**config.mk**
```make
export PLATFORM = sky130hd
export DESIGN_NAME = multicycle_cu
export DESIGN_NICKNAME = d
export VERILOG_FILES = /design/src/rtl/multicycle_cu.sv
export SDC_FILE = /design/constraint.sdc
export NUM_CORES = 1
export LEC_CHECK = 0
export CORE_MARGIN = 10
export CORE_UTILIZATION = 25
export CTS_CLUSTER_SIZE = 40
export DETAILED_ROUTE_END_ITERATION = 10
export PLACE_DENSITY = 0.71
export SYNTH_ARGS = -nofsm -noshare
export SYNTH_HDL_FRONTEND = slang
export SYNTH_SLANG_ARGS = --single-unit
```
**constraint.sdc**
```tcl
create_clock -name clk -period 3.5 [get_ports clk]
set_input_delay 0.7 -clock clk [delete_from_list [all_inputs] [get_ports clk]]
set_output_delay 0.7 -clock clk [all_outputs]
set_load 0.005 [all_outputs]
```
**src/rtl/multicycle_cu.sv**
```systemverilog
// rtl/multicycle_cu.sv - multi-cycle RV32I control unit with memory handshake and timeout
module multicycle_cu #(
    parameter int MEM_TIMEOUT = 16,
    parameter int CNT_W       = 5
) (
    input  logic        clk,
    input  logic        rst,
    input  logic [31:0] I,
    input  logic        Z,
    input  logic        mem_ready,
    output logic        ir_we,
    output logic        pc_we,
    output logic [1:0]  PCsrc,
    output logic        mem_req,
    output logic        memRW,
    output logic        regW,
    output logic        ALUsrc,
    output logic        sub,
    output logic [2:0]  ALUop,
    output logic [2:0]  IMMs,
    output logic [1:0]  wb_sel,
    output logic        illegal,
    output logic        bus_err,
    output logic [2:0]  state
);

    typedef enum logic [2:0] {
        FETCH  = 3'd0,
        DECODE = 3'd1,
        EXEC   = 3'd2,
        MEM    = 3'd3,
        WB     = 3'd4
    } state_t;

    localparam logic [CNT_W-1:0] LIMIT = CNT_W'(MEM_TIMEOUT - 1);

    state_t           cur;
    logic [CNT_W-1:0] cnt;
    logic             gap;

    logic [6:0] opcode;
    logic [2:0] func3;
    logic [6:0] func7;
    logic is_r, is_i, is_load, is_store, is_br, is_jal, is_jalr, is_lui, is_auipc;
    logic legal, req_state, timeout, in_op;

    assign opcode = I[6:0];
    assign func3  = I[14:12];
    assign func7  = I[31:25];

    assign is_r     = (opcode == 7'b0110011);
    assign is_i     = (opcode == 7'b0010011);
    assign is_load  = (opcode == 7'b0000011);
    assign is_store = (opcode == 7'b0100011);
    assign is_br    = (opcode == 7'b1100011);
    assign is_jal   = (opcode == 7'b1101111);
    assign is_jalr  = (opcode == 7'b1100111);
    assign is_lui   = (opcode == 7'b0110111);
    assign is_auipc = (opcode == 7'b0010111);

    // Only BEQ/BNE are supported among branches.
    assign legal = (is_r | is_i | is_load | is_store | is_jal | is_jalr | is_lui | is_auipc)
                 | (is_br & (func3[2:1] == 2'b00));

    // The cycle after a timeout is a FETCH with the request dropped.
    assign req_state = ((cur == FETCH) && !gap) || (cur == MEM);
    assign timeout   = (MEM_TIMEOUT != 0) && req_state && !mem_ready && (cnt == LIMIT);
    assign in_op     = (cur == EXEC) || (cur == MEM) || (cur == WB);
    assign state     = cur;

    always_ff @(posedge clk or posedge rst) begin
        if (rst) begin
            cur <= FETCH;
            cnt <= '0;
            gap <= 1'b0;
        end else begin
            gap <= 1'b0;
            if (req_state && !mem_ready && !timeout)
                cnt <= cnt + 1'b1;
            else
                cnt <= '0;
            case (cur)
                FETCH: begin
                    if (!gap) begin
                        if (mem_ready)
                            cur <= DECODE;
                        else if (timeout)
                            gap <= 1'b1;
                    end
                end
                DECODE: cur <= legal ? EXEC : FETCH;
                EXEC: begin
                    if (is_load || is_store)
                        cur <= MEM;
                    else if (is_br)
                        cur <= FETCH;
                    else
                        cur <= WB;
                end
                MEM: begin
                    if (mem_ready) begin
                        cur <= is_load ? WB : FETCH;
                    end else if (timeout) begin
                        cur <= FETCH;
                        gap <= 1'b1;
                    end
                end
                WB:      cur <= FETCH;
                default: cur <= FETCH;
            endcase
        end
    end

    always_comb begin
        ir_we   = 1'b0;
        pc_we   = 1'b0;
        PCsrc   = 2'b00;
        mem_req = 1'b0;
        memRW   = 1'b0;
        regW    = 1'b0;
        ALUsrc  = 1'b0;
        sub     = 1'b0;
        ALUop   = 3'b000;
        IMMs    = 3'b000;
        wb_sel  = 2'b00;
        illegal = 1'b0;
        bus_err = 1'b0;
        if (!rst) begin
            if (cur == FETCH && !gap) begin
                mem_req = 1'b1;
                ir_we   = mem_ready;
                pc_we   = mem_ready;
                bus_err = timeout;
            end
            if (cur == DECODE)
                illegal = !legal;
            // ALU/immediate controls stay stable from EXEC through MEM and WB.
            if (in_op) begin
                if (is_r) begin
                    ALUop = func3;
                    sub   = (func7 != 7'd0);
                end
                if (is_i) begin
                    ALUop  = func3;
                    ALUsrc = 1'b1;
                    sub    = (func3 == 3'b101) && (func7 == 7'b0100000);
                end
                if (is_load || is_store) begin
                    ALUsrc = 1'b1;
                    IMMs   = is_store ? 3'b001 : 3'b000;
                end
                if (is_br) begin
                    sub  = 1'b1;
                    IMMs = 3'b010;
                end
                if (is_jal)
                    IMMs = 3'b100;
                if (is_jalr)
                    ALUsrc = 1'b1;
                if (is_lui || is_auipc)
                    IMMs = 3'b011;
                if (is_auipc)
                    ALUsrc = 1'b1;
            end
            if (cur == EXEC) begin
                if (is_br) begin
                    PCsrc = 2'b01;
                    pc_we = func3[0] ? !Z : Z;
                end
                if (is_jal) begin
                    PCsrc = 2'b01;
                    pc_we = 1'b1;
                end
                if (is_jalr) begin
                    PCsrc = 2'b10;
                    pc_we = 1'b1;
                end
            end
            if (cur == MEM) begin
                mem_req = 1'b1;
                memRW   = is_store;
                bus_err = timeout;
            end
            if (cur == WB) begin
                regW = 1'b1;
                if (is_load)
                    wb_sel = 2'b01;
                else if (is_jal || is_jalr)
                    wb_sel = 2'b10;
                else if (is_lui)
                    wb_sel = 2'b11;
                else
                    wb_sel = 2'b00;
            end
        end
    end

endmodule
```
==> results.py <==
metrics = {
    "placed_design": {
        "portBuffers": 42,
        "place_congestion": 0.838,
        "dp.cells": 208,
        "preCtsSetupSlack_ns": 0.159,
        "dpl.hpwl_um": 2420,
    },
    "yosys": {
        "ys_types": 37,
        "synth_top_area_share_pct": 25.9,
        "syn_area_per_cell_um2": 7.36,
        "synth_nets": 156,
        "postSynthCellCount": 118,
        "synth-seq-cells": 9,
        "yosysTopAreaCell": "dfrtp_1",
        "synth_area_leaders": "dfrtp_1 (26%), nor2_1 (6.5%), nor3_1 (6.3%)",
        "syn-cell-area_um2": 868,
        "synth-warning-count": 0,
        "seq_area_frac_synth_pct": 25.9,
    },
    "global_routing": {
        "antenna_found_initial": 0,
        "grt_remaining_overflow": 0,
        "grt_max_degree": 15,
        "grt_pass1_wl_um": 4780,
        "grt_pass1_vias": 1018,
        "grt_usage_pct": 9.38,
    },
    "finish": {
        "finalNetCount": 205,
        "fillers": 367,
        "layout-area-overhead-vs-synth_pct": 61.5,
        "diodes": 0,
        "stdcell_count": 212,
        "drive_gt1_share_pct": 8.43,
    },
    "clocking": {
        "clk_latency_ns": 0.27,
        "root_buffer": "clkbuf_4",
        "cts_buffers": 3,
        "cts_sinks": 9,
        "cts_tree": "built",
        "cts_setup_buffers": 0,
        "cts_resized": 0,
        "htree_levels": 1,
        "clockBufferDepth": 2,
        "cts_hold_buf": 0,
        "clk_pin_slew_ns": 0.06,
    },
    "critical_path": {
        "path_cells": "clkdlybuf4s50_1 > nand4bb_1 > nor2_1 > a22oi_1 > nor3_1 > clkdlybuf4s50_1",
        "cp_slowest_cell": "clkdlybuf4s50_1",
        "cp_data_required_time_ns": 2.80,
        "crit_path_end_kind": "output port",
        "critPathLaunchType": "input pin",
        "worstPathArrival_ns": 2.65,
        "worstSetupPathType": "in2out",
        "critical_path.max_fanout": 6,
        "crit_top_cell": "clkdlybuf4s50_1",
        "reg2reg_depth": 4,
        "critPathMaxStageDelay_ns": 0.55,
    },
    "drt": {
        "ant_nets": 0,
        "drtIter0Drc": 52,
        "drt_drc_violations_left": 0,
        "firstDrtPassIters": 4,
        "num_vias": 1025,
        "wl_per_cell_um": 13.5,
        "wl_um": 2850,
        "viasPerCell": 4.83,
    },
    "floorplanning": {
        "fp-row-count": 21,
        "die_y_um": 78.9,
        "die_w_um": 78.9,
        "die-area_um2": 6230,
        "io_pins": 58,
        "initial_core_util_pct": 26.0,
        "core-area_um2": 3340,
    },
    "hold_path": {
        "hold_path.class": "reg2reg",
        "whs_path_depth": 1,
    },
    "timing": {
        "setup_violations": 0,
        "final.period_utilization_pct": 95.6,
        "layout_min_cycle_time_ns": 3.35,
        "timing.fmax_mhz": 299,
        "slew_violations": 0,
        "hold_violations": 0,
        "relSlewSlack_pct": 71.2,
        "layout_setup_ws_ns": 0.154,
        "worstMarginPinSlew_ns": 0.429,
        "timing.hold.ws_ns": 0.467,
        "setup_tns_ns": 0,
        "skew_ns": 0.00857,
        "rsz0062_at_grt": "no",
    },
    "pwr": {
        "ir_drop_uv": 136,
        "power.total_uw": 286,
        "p_per_area_nw_per_um2": 204,
        "leakage_nw": 0.542,
    },
    "run": {
        "cap_violations": 0,
    },
    "outcome": {
        "status": "completed",
    },
}
## cell type report
type | instances | area (µm²) | share of cell area [%]
repair buffers | 51 | 488 | 34.8
well taps | 46 | 57.6 | 4.10
flip-flops and latches | 9 | 225 | 16.1
multi-input cells | 96 | 583 | 41.6
inverters | 6 | 22.5 | 1.61
clock buffers | 4 | 26.3 | 1.87
## routing by layer
metal | share of wire, % | global-route usage (%) | wire (µm)
met5 | 0 | 0 | 0
met4 | 1.3 | 3.23 | 38
met3 | 6.0 | 2.93 | 170
met1 | 41 | 9.75 | 1160
met2 | 52 | 17.4 | 1490
## critical path, delay by kind of cell
kind / cells / cell delay (ns)
buffers and inverters: 2 / 1.03
AND/OR/NAND/NOR: 3 / 0.80
AO/OA/AOI/OAI: 1 / 0.11
## report_power, final
| group | leakage (nW) | internal (mW) | total, mW | switching [mW] |
|---|---|---|---|---|
| sequential | 0.123 | 0.108 | 0.115 | 0.00700 |
| clock | 0.0150 | 0.0440 | 0.0815 | 0.0375 |
| combinational | 0.404 | 0.0514 | 0.0895 | 0.0380 |
## registers in the layout, summed over array words and instances (netlist names)
signal and count:
gap 1, state 3, cnt 5
## worst paths after layout
check                      slack (ns)            startpoint                    to
max                              0.15                  I[3]               IMMs[0]
min                              0.47      cnt[0]$_DFF_PP0_      cnt[0]$_DFF_PP0_
max reg2reg                      1.78  state[0]$_DFFE_PP0P_      cnt[3]$_DFF_PP0_
min reg2reg                      0.47      cnt[0]$_DFF_PP0_      cnt[0]$_DFF_PP0_
max in group asynchronous        2.41                   rst      cnt[3]$_DFF_PP0_
min in group asynchronous        0.73                   rst  state[1]$_DFFE_PP0P_
## placed cells by master (no fill, tap or decap), drive strengths merged, types with 3 or more instances in the layout
cell / instances
clkdlybuf4s50: 42
nor2: 15
nor3: 11
dfrtp: 9
buf: 9
a21oi: 6
inv: 6
nand3: 6
nand2: 5
and3: 5
nor4: 5
nand2b: 4
and2: 4
clkbuf: 4
nand3b: 3
nor3b: 3
a31oi: 3
o21ai: 3
## cells in the mapped netlist, drive strengths merged
master	number
nor2	15
nor3	11
dfrtp	9
a21oi	6
inv	6
nand3	6
and3	5
nand2	5
nor4	5
and2	4
buf	4
nand2b	4
a31oi	3
clkbuf	3
nand3b	3
nor3b	3
o21ai	3
a211oi	2
a22oi	2
ha	2
or3	2
xnor2	2
xor2	2
a21o	1
a41oi	1
and4b	1
nand4bb	1
nor2b	1
o211ai	1
o21a	1
o21bai	1
o311ai	1
or3b	1
or4b	1
## cell families after synthesis
group                      count (synthesis)  share of synthesized area [%]
xor gates and xnor gates                   4                           4.04
adders and majority gates                  2                           2.88
DFF                                        9                           25.9
buffers and inverters                     13                           6.92
and+or+nand+nor                           68                           43.9
AOI/OAI and AO/OA                         22                           16.3
## through the flow
step | instance area, µm² | utilization [%]
4_1_cts | 1400 | 42.0
6_report | 1400 | 42.0
3_5_place_dp | 1380 | 41.2
3_3_place_gp | 1380 | 41.2
2_1_floorplan | 868 | -
5_1_grt | 1400 | 42.0
Note: power is estimated with default switching activity, not from simulation.
